`src/rtl/uart_fifo_ex.sv`:
```
// UART with TX/RX FIFOs behind a req/ack host port; host ops complete on the accept edge.
// No stalls: writes to a full TX FIFO are dropped (err_tx_ovf), bytes arriving at a full RX FIFO are dropped (err_overrun).

// Circular buffer; an extra pointer bit separates full from empty, and a pop on empty passes push_dat through.
module uart_fifo_ex_fifo #(
   parameter int W  = 8,
   parameter int DB = 4
) (
   input  logic         clk,
   input  logic         rst,
   input  logic         push,
   input  logic [W-1:0] push_dat,
   input  logic         pop,
   output logic [W-1:0] pop_dat,
   output logic [DB:0]  count
);
   logic [W-1:0] mem [2**DB];
   logic [DB:0]  wr_ptr, rd_ptr;
   logic         empty, full, do_push, do_pop;

   assign count   = wr_ptr - rd_ptr;
   assign empty   = (count == '0);
   assign full    = count[DB];
   assign do_pop  = pop && (!empty || push);
   assign do_push = push && (!full || pop);
   assign pop_dat = empty ? push_dat : mem[rd_ptr[DB-1:0]];

   always_ff @(posedge clk or posedge rst) begin
      if (rst) begin
         wr_ptr <= '0;
         rd_ptr <= '0;
      end else begin
         if (do_push) wr_ptr <= wr_ptr + 1'b1;
         if (do_pop)  rd_ptr <= rd_ptr + 1'b1;
      end
   end

   always_ff @(posedge clk) begin
      if (do_push) mem[wr_ptr[DB-1:0]] <= push_dat;
   end
endmodule

module uart_fifo_ex #(
   parameter int CLOCK_DIV          = 8,
   parameter int CLOCK_COUNTER_BITS = 4,
   parameter int DATA_BITS          = 8,
   parameter int PARITY             = 0,
   parameter int STOP_BITS          = 1,
   parameter int TX_DEPTH_BITS      = 4,
   parameter int RX_DEPTH_BITS      = 4
) (
   input  logic                   clk,
   input  logic                   reset,
   output logic                   tx,
   input  logic                   rx,
   input  logic [7:0]             data_in,
   output logic [7:0]             data_out,
   input  logic                   req,
   input  logic                   nwr,
   output logic                   ack,
   input  logic                   clr_err,
   output logic                   tx_full,
   output logic                   tx_empty,
   output logic                   rx_full,
   output logic                   rx_empty,
   output logic [RX_DEPTH_BITS:0] rx_count,
   output logic                   err_frame,
   output logic                   err_parity,
   output logic                   err_overrun,
   output logic                   err_tx_ovf
);
   localparam int CB = CLOCK_COUNTER_BITS;
   localparam logic [CB-1:0] DIV_LAST  = CB'(CLOCK_DIV - 1);
   localparam logic [CB-1:0] DIV_HALF  = CB'(CLOCK_DIV / 2 - 1);
   localparam logic [2:0]    DATA_LAST = 3'(DATA_BITS - 1);
   localparam logic [2:0]    STOP_LAST = 3'(STOP_BITS - 1);
   localparam logic [7:0]    DATA_MASK = 8'((1 << DATA_BITS) - 1);
   localparam logic          PAR_ODD   = (PARITY == 1);

   typedef enum logic [2:0] {S_IDLE, S_START, S_DATA, S_PAR, S_STOP} state_t;

   // host port
   logic       accept, tx_push, tx_pop, rx_push, rx_pop;
   logic [7:0] tx_head, rx_head;
   logic [TX_DEPTH_BITS:0] tx_count;
   logic       tx_fifo_empty;
   logic       frame_ev, parity_ev, overrun_ev, tx_ovf_ev;

   assign accept    = req && !ack;
   assign tx_push   = accept && !nwr && !tx_full;
   assign tx_ovf_ev = accept && !nwr && tx_full;
   assign rx_pop    = accept && nwr;

   assign tx_fifo_empty = (tx_count == '0);
   assign tx_full       = tx_count[TX_DEPTH_BITS];
   assign rx_empty      = (rx_count == '0);
   assign rx_full       = rx_count[RX_DEPTH_BITS];

   uart_fifo_ex_fifo #(.W(8), .DB(TX_DEPTH_BITS)) u_tx_fifo (
      .clk(clk), .rst(reset), .push(tx_push), .push_dat(data_in),
      .pop(tx_pop), .pop_dat(tx_head), .count(tx_count)
   );

   uart_fifo_ex_fifo #(.W(8), .DB(RX_DEPTH_BITS)) u_rx_fifo (
      .clk(clk), .rst(reset), .push(rx_push), .push_dat(rx_shift_dat()),
      .pop(rx_pop), .pop_dat(rx_head), .count(rx_count)
   );

   always_ff @(posedge clk or posedge reset) begin
      if (reset) begin
         ack         <= 1'b0;
         data_out    <= '0;
         err_frame   <= 1'b0;
         err_parity  <= 1'b0;
         err_overrun <= 1'b0;
         err_tx_ovf  <= 1'b0;
      end else begin
         ack <= req;
         if (rx_pop && (!rx_empty || rx_push)) data_out <= rx_head;
         // an event in the clearing cycle wins
         err_frame   <= (err_frame   && !clr_err) || frame_ev;
         err_parity  <= (err_parity  && !clr_err) || parity_ev;
         err_overrun <= (err_overrun && !clr_err) || overrun_ev;
         err_tx_ovf  <= (err_tx_ovf  && !clr_err) || tx_ovf_ev;
      end
   end

   // transmitter
   state_t        t_state, t_state_d;
   logic [CB-1:0] t_cnt, t_cnt_d;
   logic [2:0]    t_bit, t_bit_d;
   logic [7:0]    t_sh, t_sh_d;
   logic          t_par, t_par_d, tx_d, t_load;

   assign tx_empty = tx_fifo_empty && (t_state == S_IDLE);
   assign tx_pop   = t_load;

   always_ff @(posedge clk or posedge reset) begin
      if (reset) begin
         t_state <= S_IDLE;
         t_cnt   <= '0;
         t_bit   <= '0;
         t_sh    <= '0;
         t_par   <= 1'b0;
         tx      <= 1'b1;
      end else begin
         t_state <= t_state_d;
         t_cnt   <= t_cnt_d;
         t_bit   <= t_bit_d;
         t_sh    <= t_sh_d;
         t_par   <= t_par_d;
         tx      <= tx_d;
      end
   end

   always_comb begin
      t_state_d = t_state;
      t_cnt_d   = t_cnt + 1'b1;
      t_bit_d   = t_bit;
      t_sh_d    = t_sh;
      t_par_d   = t_par;
      t_load    = 1'b0;
      case (t_state)
         S_IDLE: begin
            t_cnt_d = '0;
            t_load  = !tx_fifo_empty;
         end
         S_START: if (t_cnt == DIV_LAST) begin
            t_cnt_d   = '0;
            t_state_d = S_DATA;
         end
         S_DATA: if (t_cnt == DIV_LAST) begin
            t_cnt_d = '0;
            t_sh_d  = t_sh >> 1;
            if (t_bit == DATA_LAST) begin
               t_bit_d   = '0;
               t_state_d = (PARITY != 0) ? S_PAR : S_STOP;
            end else begin
               t_bit_d = t_bit + 3'd1;
            end
         end
         S_PAR: if (t_cnt == DIV_LAST) begin
            t_cnt_d   = '0;
            t_state_d = S_STOP;
         end
         S_STOP: if (t_cnt == DIV_LAST) begin
            t_cnt_d = '0;
            if (t_bit == STOP_LAST) begin
               t_bit_d   = '0;
               t_state_d = S_IDLE;
               t_load    = !tx_fifo_empty;
            end else begin
               t_bit_d = t_bit + 3'd1;
            end
         end
         default: t_state_d = S_IDLE;
      endcase
      // back-to-back frames reload straight from the last stop bit
      if (t_load) begin
         t_state_d = S_START;
         t_cnt_d   = '0;
         t_bit_d   = '0;
         t_sh_d    = tx_head & DATA_MASK;
         t_par_d   = (^(tx_head & DATA_MASK)) ^ PAR_ODD;
      end
      case (t_state_d)
         S_START: tx_d = 1'b0;
         S_DATA:  tx_d = t_sh_d[0];
         S_PAR:   tx_d = t_par_d;
         default: tx_d = 1'b1;
      endcase
   end

   // receiver
   state_t        r_state, r_state_d;
   logic [CB-1:0] r_cnt, r_cnt_d;
   logic [2:0]    r_bit, r_bit_d;
   logic [7:0]    r_sh, r_sh_d;
   logic          r_par, r_par_d, par_bad;
   logic          rx_meta, rx_sync, rx_prev;

   function automatic logic [7:0] rx_shift_dat();
      return r_sh;
   endfunction

   assign par_bad = (PARITY != 0) && (((^r_sh) ^ r_par) != PAR_ODD);

   always_ff @(posedge clk or posedge reset) begin
      if (reset) begin
         rx_meta <= 1'b1;
         rx_sync <= 1'b1;
         rx_prev <= 1'b1;
         r_state <= S_IDLE;
         r_cnt   <= '0;
         r_bit   <= '0;
         r_sh    <= '0;
         r_par   <= 1'b0;
      end else begin
         rx_meta <= rx;
         rx_sync <= rx_meta;
         rx_prev <= rx_sync;
         r_state <= r_state_d;
         r_cnt   <= r_cnt_d;
         r_bit   <= r_bit_d;
         r_sh    <= r_sh_d;
         r_par   <= r_par_d;
      end
   end

   always_comb begin
      r_state_d  = r_state;
      r_cnt_d    = r_cnt + 1'b1;
      r_bit_d    = r_bit;
      r_sh_d     = r_sh;
      r_par_d    = r_par;
      rx_push    = 1'b0;
      frame_ev   = 1'b0;
      parity_ev  = 1'b0;
      overrun_ev = 1'b0;
      case (r_state)
         S_IDLE: begin
            r_cnt_d = '0;
            r_bit_d = '0;
            if (rx_prev && !rx_sync) begin
               r_state_d = S_START;
               r_sh_d    = '0;
            end
         end
         // mid-bit re-check rejects short glitches
         S_START: if (r_cnt == DIV_HALF) begin
            r_cnt_d   = '0;
            r_state_d = rx_sync ? S_IDLE : S_DATA;
         end
         S_DATA: if (r_cnt == DIV_LAST) begin
            r_cnt_d        = '0;
            r_sh_d[r_bit]  = rx_sync;
            if (r_bit == DATA_LAST) begin
               r_bit_d   = '0;
               r_state_d = (PARITY != 0) ? S_PAR : S_STOP;
            end else begin
               r_bit_d = r_bit + 3'd1;
            end
         end
         S_PAR: if (r_cnt == DIV_LAST) begin
            r_cnt_d   = '0;
            r_par_d   = rx_sync;
            r_state_d = S_STOP;
         end
         S_STOP: if (r_cnt == DIV_LAST) begin
            r_cnt_d   = '0;
            r_state_d = S_IDLE;
            if (!rx_sync)                 frame_ev   = 1'b1;
            else if (par_bad)             parity_ev  = 1'b1;
            else if (rx_full && !rx_pop)  overrun_ev = 1'b1;
            else                          rx_push    = 1'b1;
         end
         default: r_state_d = S_IDLE;
      endcase
   end
endmodule

```
`config.mk`:
```
export PLATFORM = sky130hd
export DESIGN_NAME = uart_fifo_ex
export DESIGN_NICKNAME = d
export VERILOG_FILES = /design/src/rtl/uart_fifo_ex.sv
export SDC_FILE = /design/constraint.sdc
export NUM_CORES = 1
export LEC_CHECK = 0
export BUFFER_PORTS_ARGS = -buffer_cell sky130_fd_sc_hd__buf_2
export CAP_MARGIN = 20
export CELL_PAD_IN_SITES_DETAIL_PLACEMENT = 1
export CELL_PAD_IN_SITES_GLOBAL_PLACEMENT = 1
export CORE_MARGIN = 2
export CORE_UTILIZATION = 45
export CTS_CLUSTER_SIZE = 20
export DETAILED_ROUTE_END_ITERATION = 8
export GPL_ROUTABILITY_DRIVEN = 1
export PLACE_DENSITY_LB_ADDON = 0.3
export SKIP_CTS_REPAIR_TIMING = 1
export SLEW_MARGIN = 10
export SYNTH_ARGS = -nofsm -noshare
export SYNTH_HDL_FRONTEND = slang
export SYNTH_HIERARCHICAL = 1
export SYNTH_SLANG_ARGS = --single-unit
```
`constraint.sdc`:
```
create_clock -name clk -period 11.4 [get_ports clk]
set_input_delay 1.71 -clock clk [delete_from_list [all_inputs] [get_ports clk]]
set_output_delay 1.71 -clock clk [all_outputs]
set_load 0.03 [all_outputs]
```
After elaboration in Yosys (flattened, before gate mapping)
Memories as Yosys holds them, arrays and structs flattened.
Cells that the tools add are included.
{ "totals": {"latch_bits": 0, "memories": 2, "ram_bits": 256, "romBits": 0, "reg_bits": 74} }
{ "op_classes": {"add_sub_neg": 10, "n_mul": 0, "mux": 62, "n_shift": 0, "div_mod_pow": 0, "n_lt_le_gt_ge": 2, "reduce_logical": 50, "n_bitwise": 0, "n_eq_ne": 24} }
{ "mem_list": {"columns": ["name", "depth", "width", "read_ports", "rd_ports_with_merged_regs", "write_ports", "line", "rtl"], "rows": [
  ["u_rx_fifo.mem", 16, 8, 1, 0, 1, "17", "logic [W-1:0] mem [2**DB];"],
  ["u_tx_fifo.mem", 16, 8, 1, 0, 1, "17", null]
]} }
{ "op_table": {"columns": ["op", "n"], "rows": [
  ["$mux W3", 20],
  ["$mux W8", 7],
  ["$pmux W3 S5", 2],
  ["$add A5 B1 Y5 const B", 4],
  ["$mux W1", 19],
  ["$eq A3 B2 Y1 const B", 6],
  ["$logic_and A1 B1 Y1", 17],
  ["$mux W4", 4],
  ["$pmux W8 S2", 1],
  ["$eq A3 B3 Y1 const B", 4],
  ["$ne A2 B2 Y1 const B", 6],
  ["$pmux W3 S2", 2],
  ["$pmux W4 S3", 1],
  ["$logic_not A5 Y1", 2],
  ["$sub A5 B5 Y5", 2],
  ["$eq A3 B1 Y1 const B", 3],
  ["$logic_not A1 Y1", 9],
  ["$logic_not A3 Y1", 3],
  ["$add A4 B1 Y4 const B", 2],
  ["$bwmux W8", 1],
  ["$eq A4 B3 Y1 const B", 2],
  ["$pmux W4 S2", 1],
  ["$reduce_xor A8 Y1", 1],
  ["$logic_or A1 B1 Y1", 7],
  ["other kinds (16)", 22]
]} }

Longest topological paths before layout
Gate-level depths: netlist (run 1).
{ "depth": {"ltp_word": 12, "depth_mapped": 15} }

Modules after synthesis
Netlist (run 1), hierarchy kept.
{ "by_module_without_submodules": {"columns": ["mod", "seq_area_each_um2", "cells_each", "n_inst", "area_per_inst_um2"], "rows": [
  ["uart_fifo_ex_fifo at u_tx_fifo", 4093.9, 298, 1, 5755.5],
  ["uart_fifo_ex_fifo at u_rx_fifo", 4093.9, 298, 1, 5749.3],
  ["uart_fifo_ex", 1356.3, 259, 1, 2711.4]
]} }

Least setup slack after synthesis (run 1)
OpenSTA, ideal clock, no wires.
{ "synth_path": {"path_type": "reg-to-output", "from": "reg u_tx_fifo.rd_ptr[2]", "to": "out tx_empty", "required_ps": 9690, "t_arrival_ps": 2967, "setup_slack_ps": 6723, "path_stages_with_launch": 9, "cell_sequence": "dfrtp_1 > clkbuf_1 > inv_1 > ha_1 > a21oi_1 > a21boi_1 > nor2_1 > or4_4 > nor4_1"} }
{ "synth_between": {"elab_chain_len": 3} }
{ "synth_rtl": {"columns": ["element", "line", "rtl"], "rows": [
  ["from (decl)", "18", "logic [DB:0] wr_ptr, rd_ptr;"],
  ["from (signal assigned)", "34", "if (do_pop) rd_ptr <= rd_ptr + 1'b1;"],
  ["$sub A5 B5 Y5", "21", "assign count = wr_ptr - rd_ptr;"],
  ["via tx_count[3]", "85", "logic [TX_DEPTH_BITS:0] tx_count;"],
  ["$logic_not A5 Y1", "94", "assign tx_fifo_empty = (tx_count == '0);"],
  ["$logic_and A1 B1 Y1", "135", "assign tx_empty = tx_fifo_empty && (t_state == S_IDLE);"],
  ["to (decl)", "63", "output logic tx_empty,"]
]} }
The timed path passes the listed nets, and every way through them passes these cells.

Worst setup path after layout (run 1)
{ "layout_path": {"from": "reg u_tx_fifo.rd_ptr[1]", "to": "out tx_empty"} }
The elaborated chain is that of the path after synthesis.

==> key figures, run 1 <==
Run status
  • Outcome: complete, no violations

GRT
  • Total grt overflow: 0
  • First-pass GRT wire length: 49,800 um
  • Initial antenna violation count: 0
  • Largest net degree at the start of global routing: 55
  • Number of global-route vias before repair: 8,266
  • Total GRT Usage: 0.200

Routing
  • Total number of vias: ~7,700
  • Routed wire length: 31,800 um
  • # DRC: 0
  • Post-DRT Antenna Nets: 0
  • Drt pass-1 iters: 5
  • Starting DRT DRC Count: roughly 460
  • Via density per instance: 5.77
  • Per-cell routed wire length: 23.8 um

Hold path
  • Worst hold-check path type: reg -> reg

Placement
  • Final HPWL DP: about 21,000 um
  • RD Place Congestion: 0.791
  • # placed instances: between 1,000 and 1,500
  • PortBufs: 36

STA
  • Setup TNS: 0 ns
  • Slew HR: 0.272
  • # setup viols final: 0
  • RSZ-0062 raised after global routing: false
  • Slew at the pin closest to its max-slew limit: 1.09 ns
  • Final hold viol count: 0
  • Post-Route Skew: 0.0276 ns
  • Final cycle utilization of the critical path: 0.465
  • Post-layout min period: 5.31 ns
  • Fmax: 188 MHz
  • Slew Limit Fails: 0

Setup path
  • CP required: 9.69 ns
  • Startpoint class of the critical path: flop
  • Crit Path Class: reg -> out
  • Crit-path max cell delay: 0.93 ns
  • CP max stage cell: dfrtp_1
  • CP arrival: 3.60 ns
  • Cells along the critical path: inv_1 -> ha_1 -> nand3b_1 -> a21boi_1 -> nor2_1 -> or4_4 -> nor4_1 -> buf_2
  • Maximum fanout along the worst path: 21
  • Critical path endpoint category: primary output

Finish
  • ANT cells: 0
  • Fraction of layout cells with a size suffix above 1: 0.247
  • Final nets: 945
  • Non-Filler Instances: 1,332
  • Layout area overhead: 12.0%

Yosys
  • Fraction of registers with async set/reset: 0.224
  • YS warnings: 6
  • Synth cell count leaders: edfxtp_1 (256), dfrtp_1 (70), mux4_2 (64)
  • Synth Flop Type: edfxtp_1
  • Yosys top cell area share: 0.541
  • Number of synthesized flops with an enable pin: ~260
  • Syn_nets: 896
  • Area leader, netlist: edfxtp_1
  • Cell Area, Synth: between 10,000 and 15,000 um^2
  • Sequential share of the synthesized area: 0.671
  • Register bit total from synthesis: 330
  • Netlist cell types: 70
  • Cells after synthesis: 855
  • Synth area leaders: edfxtp_1 (54%), dfrtp_1 (12%), mux4_2 (10%), ha_1 (2.2%), mux2_2 (2.1%)
  • Most common cell in the synthesized netlist: edfxtp_1
  • Synthesized area per cell: between 15 and 20 um^2

Floorplan
  • Num rows: 65
  • Core area: 31,300 um^2
  • Die width: 182 um
  • Die area: 33,000 um^2
  • Die height: about 180 um
  • Starting Density: 0.454
  • Io pins: 37

Power and ir drop
  • IR Drop Worst-Case VDD: 0.000108 V
  • Leakage: between 5 and 6 nW
  • Pwr Density: 206 nW/um^2

CTS
  • Skew-Pair Late Insertion Delay: around 0.53 ns
  • Root Buffer: clkbuf_16
  • Clk slew on worst S/H paths: 0.06 ns
  • CTS HTree Levels: 2
  • Clock sink count: 330
  • Bufs on Longest Clock Path: 3
  • CTS tree: yes
  • Total CTS buffers: 35

Job
  • Max Cap Viol: 0
-- metrics by stage --
stage | power, W | util | area [um^2] | hold WS, ns | setup WS, ns
floorplan | 0.00200 | - | 14200 | 0.345 | 6.72
CTS | 0.00331 | 0.508 | 15900 | 0.362 | 6.03
finish | 0.00328 | 0.509 | 15900 | 0.362 | 6.09
detailed placement | 0.00220 | 0.472 | 14800 | 0.353 | 6.61
global route | 0.00341 | 0.509 | 15900 | 0.363 | 5.86
global placement | 0.00218 | 0.472 | 14800 | 0.346 | 6.64
-- cells by family (layout without fill, tap and decap cells) --
group / Yosys count / count (layout) / synth area share
and+or+nand+nor: 184 / 184 / 0.0737
buffers and inverters: 67 / 142 / 0.0241
AOI/OAI and AO/OA: 121 / 121 / 0.0613
DFF: 330 / 330 / 0.671
xor gates and xnor gates: 32 / 32 / 0.0197
muxes: 94 / 94 / 0.125
adders and majority gates: 27 / 27 / 0.0248
-- cell type report --
cell class | count | area [um^2]
fillers | 2946 | 15400
clock buffers | 46 | 948
clock inverters | 17 | 173
inverters | 27 | 101
flip-flops and latches | 330 | 9550
well taps | 402 | 503
multi-input cells | 458 | 4370
repair buffers | 52 | 285
-- path summary, 6_finish.rpt --
kind / startpoint / end / slack, ns / cells past startpoint
worst min-delay path: rx_meta$_DFF_PP1_ / rx_sync$_DFF_PP1_ / 0.36 / 0
worst max register to register: u_tx_fifo/rd_ptr[1]$_DFFE_PP0P_ / u_tx_fifo/mem[3][4]$_DFFE_PP_ / 6.88 / 11
worst max-delay path: u_tx_fifo/rd_ptr[1]$_DFFE_PP0P_ / tx_empty / 6.09 / 8
max in group asynchronous: reset / r_sh[4]$_DFFE_PP0P_ / 9.50 / 3
min in group asynchronous: reset / u_rx_fifo/wr_ptr[0]$_DFFE_PP0P_ / 1.22 / 2
worst min register to register: rx_meta$_DFF_PP1_ / rx_sync$_DFF_PP1_ / 0.36 / 0
-- worst max-delay path: cells and delay by family, from the launching register on --
kind	cells	cell delay (ns)
and+or+nand+nor	4	1.02
AOI/OAI and AO/OA	1	0.28
buffers and inverters	2	0.50
adders and majority gates	1	0.34
DFF	1	0.93
-- flip-flops by register name, summed over array words and instances (netlist names), 3 cells and up --
name	cells
data_out	8
r_bit	3
r_cnt	4
r_sh	8
r_state	3
t_bit	3
t_cnt	4
t_sh	8
t_state	3
u_rx_fifo/mem	128
u_rx_fifo/rd_ptr	5
u_rx_fifo/wr_ptr	5
u_tx_fifo/mem	128
u_tx_fifo/rd_ptr	5
u_tx_fifo/wr_ptr	5
-- where the power goes --
part | internal (W) | total (W) | switching [W]
Clock | 0.000640 | 0.00110 | 0.000464
Sequential | 0.00134 | 0.00142 | 0.0000830
Combinational | 0.000308 | 0.000752 | 0.000444
-- routing by layer --
metal	track usage	vias up	share of wire
met3	0.0303	43	0.027
met5	0	-	0
li1	-	3483	-
met1	0.270	4057	0.44
met2	0.341	99	0.51
met4	0.0504	0	0.019
-- layout by cell type (no fill, tap or decap), types with 25 or more instances in the layout --
cell type	synthesis	routed
ha_1	25	25
nor2_1	42	42
clkbuf_16	0	36
mux2_2	27	27
o22ai_1	34	34
inv_1	26	25
mux4_2	64	64
edfxtp_1	256	256
buf_2	4	40
nand2_1	30	30
dfrtp_1	70	68
Power figures use the tool's default switching activity.
==> run 2: changes to the inputs <==
--- a/config.mk
+++ b/config.mk
@@ -5,6 +5,7 @@
 export SDC_FILE = /design/constraint.sdc
 export NUM_CORES = 1
 export LEC_CHECK = 0
+export ABC_AREA = 1
 export BUFFER_PORTS_ARGS = -buffer_cell sky130_fd_sc_hd__buf_2
 export CAP_MARGIN = 20
 export CELL_PAD_IN_SITES_DETAIL_PLACEMENT = 1
==> constraint.sdc (replaced) <==
create_clock -name clk -period 5.2 [get_ports clk]
set_input_delay 0.78 -clock clk [delete_from_list [all_inputs] [get_ports clk]]
set_output_delay 0.78 -clock clk [all_outputs]
set_load 0.03 [all_outputs]
==> key figures, run 2 <==
Run status
  • Outcome: complete, no violations (unchanged)

Job
  • Max Cap Viol: 0 (unchanged)

Setup path
  • Crit Path Class: reg -> reg (was reg -> out)
  • Critical path endpoint category: flop (was primary output)
  • RR Startpoint: u_tx_fifo/rd_ptr[2]$_DFFE_PP0P_ (was u_tx_fifo/rd_ptr[1]$_DFFE_PP0P_)
  • Startpoint class of the critical path: flop (unchanged)
  • FF-to-FF End: u_tx_fifo/mem[15][7]$_DFFE_PP_ (was u_tx_fifo/mem[3][4]$_DFFE_PP_)
  • Cell family with most CP delay: simple AND/OR/NAND/NOR gates (unchanged)
  • CP arrival: 4.37 ns (was 3.60 ns)
  • Maximum fanout along the worst path: 16 (was 21)
  • Register-to-register path setup slack: 0.97 ns (was 6.88 ns)
  • Buf/Inv on CP: 3 (was 2)
  • FF-to-FF path depth: 15 (was 11)
  • Most common cell on crit path: nand2_1
  • Cells along the critical path: inv_2 -> ha_1 -> a21oi_1 -> nand2_1 -> nand2_1 -> nand2_1 -> inv_1 -> nor2_1 -> nand3_1 -> nand4_1 -> nand2_2 -> inv_1 -> nand2_1 -> nand2_1 -> nor2_1 (was inv_1 -> ha_1 -> nand3b_1 -> a21boi_1 -> nor2_1 -> or4_4 -> nor4_1 -> buf_2)
  • CP max stage cell: nor2_1 (was dfrtp_1)
  • Crit-path max cell delay: 0.72 ns (was 0.93 ns)
  • CP required: 5.33 ns (was 9.69 ns)

Yosys
  • YS warnings: 6 (unchanged)
  • Most common cell in the synthesized netlist: nand2_1 (was edfxtp_1)
  • Number of synthesized flops with an enable pin: 256 (unchanged)
  • Xor/xnor share of the synthesized area: 0.00987 (was 0.0197)
  • Yosys top cell area share: 0.510 (was 0.541)
  • Cells after synthesis: 1,507 (was 855)
  • Post-Synth Simple-Gate Area: 0.208 (was 0.0737)
  • Cell Area, Synth: 15,100 um^2 (was 14,200 um^2)
  • Netlist cell types: 45 (was 70)
  • Synth Area in Adders: 0.0234 (was 0.0248)
  • Sequential share of the synthesized area: 0.633 (was 0.671)
  • Synth area leaders: edfxtp_1 (51%), dfrtp_1 (12%), nand2_1 (7.9%), nor2_1 (6.8%), o21ai_0 (3.4%) (was edfxtp_1 (54%), dfrtp_1 (12%), mux4_2 (10%), ha_1 (2.2%), mux2_2 (2.1%))
  • Largest family of logic cells by synthesized area: simple AND/OR/NAND/NOR gates (was multiplexers)
  • Syn_nets: 1,548 (was 896)
  • Synth Flop Type: edfxtp_1 (unchanged)
  • Register bit total from synthesis: 330 (unchanged)
  • Post-synthesis compound-gate area fraction: 0.0687 (was 0.0613)
  • Area leader, netlist: edfxtp_1 (unchanged)
  • Synthesized area per cell: 10.0 um^2 (was 16.6 um^2)
  • Synth cell count leaders: nand2_1 (317), nor2_1 (272), edfxtp_1 (256) (was edfxtp_1 (256), dfrtp_1 (70), mux4_2 (64))
  • Multiplexer share of the synthesized area: 0 (was 0.125)
  • Fraction of registers with async set/reset: 0.224 (unchanged)

Routing
  • # DRC: 0 (unchanged)
  • Drt pass-1 iters: 6 (was 5)
  • Per-cell routed wire length: 19.6 um (was 23.8 um)
  • Via density per instance: 5.34 (was 5.77)
  • Routed wire length: 40,100 um (was 31,800 um)
  • Post-DRT Antenna Nets: 0 (unchanged)
  • Total number of vias: 10,911 (was 7,682)
  • Starting DRT DRC Count: 868 (was 459)

Placement
  • # placed instances: 1,974 (was 1,264)
  • PortBufs: 36 (unchanged)
  • Placed inst area: 15,700 um^2 (was 14,800 um^2)
  • Final HPWL DP: 26,600 um (was 20,600 um)
  • RD Place Congestion: 0.857 (was 0.791)

CTS
  • CTS tree: yes (unchanged)
  • Clk slew on worst S/H paths: 0.06 ns (about the same)
  • CTS HTree Levels: 2 (unchanged)
  • Bufs on Longest Clock Path: 3 (unchanged)
  • Total CTS buffers: 37 (was 35)
  • Clock sink count: 330 (unchanged)
  • Root Buffer: clkbuf_16 (unchanged)
  • Skew-Pair Late Insertion Delay: 0.52 ns (was 0.53 ns)

STA
  • Slew HR: 0.325 (was 0.272)
  • Post-layout min period: 4.23 ns
  • Post-Route Skew: 0.0224 ns (was 0.0276 ns)
  • RSZ-0062 raised after global routing: false (unchanged)
  • Fmax: 236 MHz
  • # setup viols final: 0 (unchanged)
  • Final cycle utilization of the critical path: 0.814
  • Slew at the pin closest to its max-slew limit: 1.01 ns (was 1.09 ns)
  • Slew Limit Fails: 0 (unchanged)
  • Final hold viol count: 0 (unchanged)
  • Setup TNS: 0 ns (unchanged)

Floorplan
  • Core area: 33,300 um^2 (was 31,300 um^2)
  • Io pins: 37 (unchanged)
  • Die area: 35,000 um^2 (was 33,000 um^2)
  • Starting Density: 0.453 (was 0.454)
  • Die width: 187 um (was 182 um)
  • Die height: 187 um (was 182 um)
  • Num rows: 67 (was 65)

Finish
  • Area of the multi-input gates: 4680 um^2 (was 4370 um^2)
  • ANT cells: 0 (unchanged)
  • Final nets: 1,607 (was 945)
  • Most frequent cells in the layout: nand2_1 (317), nor2_1 (272), edfxtp_1 (256) (was edfxtp_1 (256), dfrtp_1 (68), mux4_2 (64))
  • Commonest non-fill, non-tap cell in the layout: nand2_1 (was edfxtp_1)
  • Fillers: 3,723 (was 2,946)
  • Post-Layout Inst Area: 16,900 um^2 (was 15,900 um^2)
  • Layout area overhead: 11.8% (was 12.0%)
  • Fraction of layout cells with a size suffix above 1: 0.105 (was 0.247)
  • Sequential Area: 9550 um^2 (unchanged)
  • Non-Filler Instances: 2,042 (was 1,332)

Power and ir drop
  • Pwr Total: 0.00689 W (was 0.00328 W)
  • Pwr Density: 409 nW/um^2 (was 206 nW/um^2)
  • Leakage: 6.64 nW (was 5.60 nW)
  • IR Drop Worst-Case VDD: 0.000274 V (was 0.000108 V)

GRT
  • First-pass GRT wire length: 63,700 um (was 49,800 um)
  • Total GRT Usage: 0.232 (was 0.200)
  • Largest net degree at the start of global routing: 68 (was 55)
  • Number of global-route vias before repair: 11,587 (was 8,266)
  • Initial antenna violation count: 0 (unchanged)
  • Total grt overflow: 0 (unchanged)

Hold path
  • Worst hold-check path type: in -> async (was reg -> reg)
-- run 2: cell families after synthesis --
kind of cell,count (synthesis)
flops,330
xor+xnor,17
compound gates,194
simple gates,756
buf+inv,183
fa+ha+maj,27
-- run 2: per-layer routing --
metal / share of wire / vias up / routed length, um / global-route usage
met4: 0.028 / 0 / 1130 / 0.0699
li1: - / 5166 / - / -
met5: 0 / - / 0 / 0
met1: 0.43 / 5438 / 17100 / 0.294
met3: 0.038 / 79 / 1530 / 0.0308
met2: 0.51 / 228 / 20300 / 0.413
-- run 2: cell type report --
| type | instances | area share |
|---|---|---|
| flip-flops and latches | 330 | 0.566 |
| multi-input cells | 994 | 0.278 |
| well taps | 448 | 0.0333 |
| clock buffers | 49 | 0.0582 |
| inverters | 129 | 0.0289 |
| clock inverters | 18 | 0.00705 |
| repair buffers | 74 | 0.0284 |
-- run 2: through the flow --
stage | utilization | worst slack (ns) | hold slack [ns]
floorplan | - | 1.72 | 0.345
global placement | 0.473 | 1.37 | 0.347
detailed placement | 0.473 | 1.02 | 0.348
CTS | 0.506 | 0.974 | 0.288
global route | 0.506 | 0.676 | 0.313
finish | 0.506 | 0.967 | 0.287
-- run 2: worst register-to-register path, delay by kind of cell (launching register included) --
family                   cells  cell delay, ns
AO/OA/AOI/OAI                1            0.25
AND/OR/NAND/NOR             10            2.18
buffers and inverters        3            0.42
flip-flops                   1            0.59
adder cells (fa/ha/maj)      1            0.39
-- run 2: power by group --
group          switching (W)  internal [W]
Clock                0.00103       0.00138
Sequential         0.0000646       0.00290
Combinational        0.00110      0.000422
Total                0.00219       0.00470
-- run 2: how the worst max path moves through the flow --
stage,slack [ns],cells after the start,start,to
detailed placement,1.02,15,u_tx_fifo/rd_ptr[2]$_DFFE_PP0P_,u_tx_fifo/mem[15][7]$_DFFE_PP_
CTS,0.97,15,u_tx_fifo/rd_ptr[2]$_DFFE_PP0P_,u_tx_fifo/mem[15][7]$_DFFE_PP_
finish,0.97,15,u_tx_fifo/rd_ptr[2]$_DFFE_PP0P_,u_tx_fifo/mem[15][7]$_DFFE_PP_
floorplan,1.72,19,u_tx_fifo/rd_ptr[1]$_DFFE_PP0P_,u_tx_fifo/mem[4][0]$_DFFE_PP_
global route,0.68,15,u_tx_fifo/rd_ptr[2]$_DFFE_PP0P_,u_tx_fifo/mem[15][7]$_DFFE_PP_
global placement,1.37,17,u_tx_fifo/rd_ptr[2]$_DFFE_PP0P_,u_tx_fifo/mem[6][2]$_DFFE_PP_
==> run 3: changes to the inputs <==
==> constraint.sdc (replaced) <==
create_clock -name clk -period 4.27 [get_ports clk]
set_input_delay 0.6405 -clock clk [delete_from_list [all_inputs] [get_ports clk]]
set_output_delay 0.6405 -clock clk [all_outputs]
set_load 0.03 [all_outputs]
==> key figures, run 3 (same netlist as run 2, synthesis figures left out) <==
CTS
  • Bufs on Longest Clock Path: 3 (unchanged)
  • Clk slew on worst S/H paths: 0.06 ns (about the same)
  • Total CTS buffers: 36 (was 37)
  • Skew-Pair Late Insertion Delay: 0.53 ns (was 0.52 ns)
  • Clock sink count: 330 (unchanged)
  • CTS tree: yes (unchanged)
  • Root Buffer: clkbuf_16 (unchanged)
  • CTS HTree Levels: 2 (unchanged)

STA
  • Final hold viol count: 0 (unchanged)
  • Final cycle utilization of the critical path: 0.856
  • # setup viols final: 0 (unchanged)
  • Final hold slack: 0.0436 ns (was 0.287 ns)
  • Slew HR: 0.308 (was 0.325)
  • Post-Route Skew: 0.0240 ns (was 0.0224 ns)
  • Fmax: 274 MHz
  • Slew at the pin closest to its max-slew limit: 1.04 ns (was 1.01 ns)
  • Slew Limit Fails: 0 (unchanged)
  • RSZ-0062 raised after global routing: false (unchanged)
  • Final WS setup: 0.616 ns (was 0.967 ns)
  • Post-layout min period: 3.65 ns
  • Setup TNS: 0 ns (unchanged)

Setup path
  • Register-to-register path setup slack: 0.83 ns (was 0.97 ns)
  • Maximum fanout along the worst path: 13 (was 16)
  • RR Startpoint: u_tx_fifo/rd_ptr[2]$_DFFE_PP0P_ (unchanged)
  • CP arrival: 3.01 ns (was 4.37 ns)
  • CP required: 3.63 ns (was 5.33 ns)
  • Critical Path End: tx_empty (was u_tx_fifo/mem[15][7]$_DFFE_PP_)
  • FF-to-FF End: u_tx_fifo/mem[14][0]$_DFFE_PP_ (was u_tx_fifo/mem[15][7]$_DFFE_PP_)
  • Crit-path max cell delay: 0.64 ns (was 0.72 ns)
  • Cells along the critical path: inv_2 -> ha_1 -> a21oi_1 -> nand3_1 -> nand2_1 -> inv_1 -> nor2_1 -> nand3_1 -> nor2_1 -> buf_2 (was inv_2 -> ha_1 -> a21oi_1 -> nand2_1 -> nand2_1 -> nand2_1 -> inv_1 -> nor2_1 -> nand3_1 -> nand4_1 -> nand2_2 -> inv_1 -> nand2_1 -> nand2_1 -> nor2_1)
  • Worst Setup SP: u_tx_fifo/rd_ptr[2]$_DFFE_PP0P_ (unchanged)
  • CP max stage cell: dfrtp_1 (was nor2_1)
  • FF-to-FF path depth: 17 (was 15)
  • Buf/Inv on CP: 3 (unchanged)
  • Startpoint class of the critical path: flop (unchanged)
  • Critical path endpoint category: primary output (was flop)
  • Cell family with most CP delay: simple AND/OR/NAND/NOR gates (unchanged)
  • Crit Path Class: reg -> out (was reg -> reg)
  • WP depth: 10 (was 15)

Placement
  • Final HPWL DP: 25,100 um (was 26,600 um)
  • PortBufs: 36 (unchanged)
  • Place WS: 0.889 ns (was 1.02 ns)
  • RD Place Congestion: 0.863 (was 0.857)

GRT
  • Total GRT Usage: 0.223 (was 0.232)
  • Largest net degree at the start of global routing: 68 (unchanged)
  • Number of global-route vias before repair: 11,652 (was 11,587)
  • Total grt overflow: 0 (unchanged)
  • Initial antenna violation count: 0 (unchanged)
  • First-pass GRT wire length: 61,800 um (was 63,700 um)

Finish
  • Fraction of layout cells with a size suffix above 1: 0.107 (was 0.105)
  • ANT cells: 0 (unchanged)
  • Final nets: 1,607 (unchanged)
  • Layout area overhead: 11.6% (was 11.8%)
  • Commonest non-fill, non-tap cell in the layout: nand2_1 (unchanged)
  • Final design utilization: 0.506 (about the same)
  • Fillers: 3,728 (was 3,723)
  • Most frequent cells in the layout: nand2_1 (317), nor2_1 (272), edfxtp_1 (256) (unchanged)

Routing
  • Drt pass-1 iters: 5 (was 6)
  • Routed wire length: 38,400 um (was 40,100 um)
  • Starting DRT DRC Count: 633 (was 868)
  • Post-DRT Antenna Nets: 0 (unchanged)
  • # DRC: 0 (unchanged)
  • Via density per instance: 5.30 (was 5.34)
  • Per-cell routed wire length: 18.8 um (was 19.6 um)
  • Total number of vias: 10,824 (was 10,911)

Floorplan
  • Die height: 187 um (unchanged)
  • Die area: 35,000 um^2 (unchanged)
  • Num rows: 67 (unchanged)
  • Io pins: 37 (unchanged)
  • Core area: 33,300 um^2 (unchanged)
  • Die width: 187 um (unchanged)
  • Starting Density: 0.453 (unchanged)

Run status
  • Outcome: complete, no violations (unchanged)

Power and ir drop
  • Leakage: 6.63 nW (was 6.64 nW)
  • Pwr Density: 494 nW/um^2 (was 409 nW/um^2)
  • IR Drop Worst-Case VDD: 0.000314 V (was 0.000274 V)
  • Pwr Total: 0.00833 W (was 0.00689 W)

Job
  • Max Cap Viol: 0 (unchanged)

Hold path
  • Worst hold-check path type: in -> async (unchanged)
[run 3: power breakdown]
| group | internal, W | switching, W | total [W] | leakage [nW] |
|---|---|---|---|---|
| Sequential | 0.00353 | 0.0000773 | 0.00360 | 3.23 |
| Combinational | 0.000515 | 0.00133 | 0.00185 | 2.88 |
| Clock | 0.00163 | 0.00125 | 0.00288 | 0.522 |
[run 3: cell type report]
cell class | instances | area, um^2 | area share
Sequential cell | 330 | 9550 | 0.567
Multi-Input combinational cell | 994 | 4680 | 0.278
Clock buffer | 53 | 996 | 0.0592
Tap cell | 448 | 561 | 0.0333
Inverter | 129 | 487 | 0.0289
Timing Repair Buffer | 75 | 485 | 0.0288
Clock inverter | 12 | 80.1 | 0.00476
[run 3: worst min-delay path by stage]
stage / from / to / cells past startpoint
after detailed placement: rx_meta$_DFF_PP1_ / rx_sync$_DFF_PP1_ / 0
after global routing: reset / r_sh[5]$_DFFE_PP0P_ / 2
after CTS: reset / r_sh[5]$_DFFE_PP0P_ / 2
after global placement: rx_meta$_DFF_PP1_ / rx_sync$_DFF_PP1_ / 0
final: reset / r_sh[5]$_DFFE_PP0P_ / 2
after floorplan: rx_meta$_DFF_PP1_ / rx_sync$_DFF_PP1_ / 0
[run 3: routing by layer]
layer  track usage  share of wire  vias to the layer above
met2         0.396           0.50                      226
met4        0.0910          0.040                        0
met1         0.272           0.42                     5339
li1              -              -                     5164
met5             0              0                        -
met3        0.0353          0.042                       95
[run 3: per-stage QoR]
step                      cells  cell area (um^2)
after global routing       2041             16800
after floorplan            1507             15100
after global placement     1975             15700
after CTS                  2040             16800
final                      2041             16800
after detailed placement   1975             15700
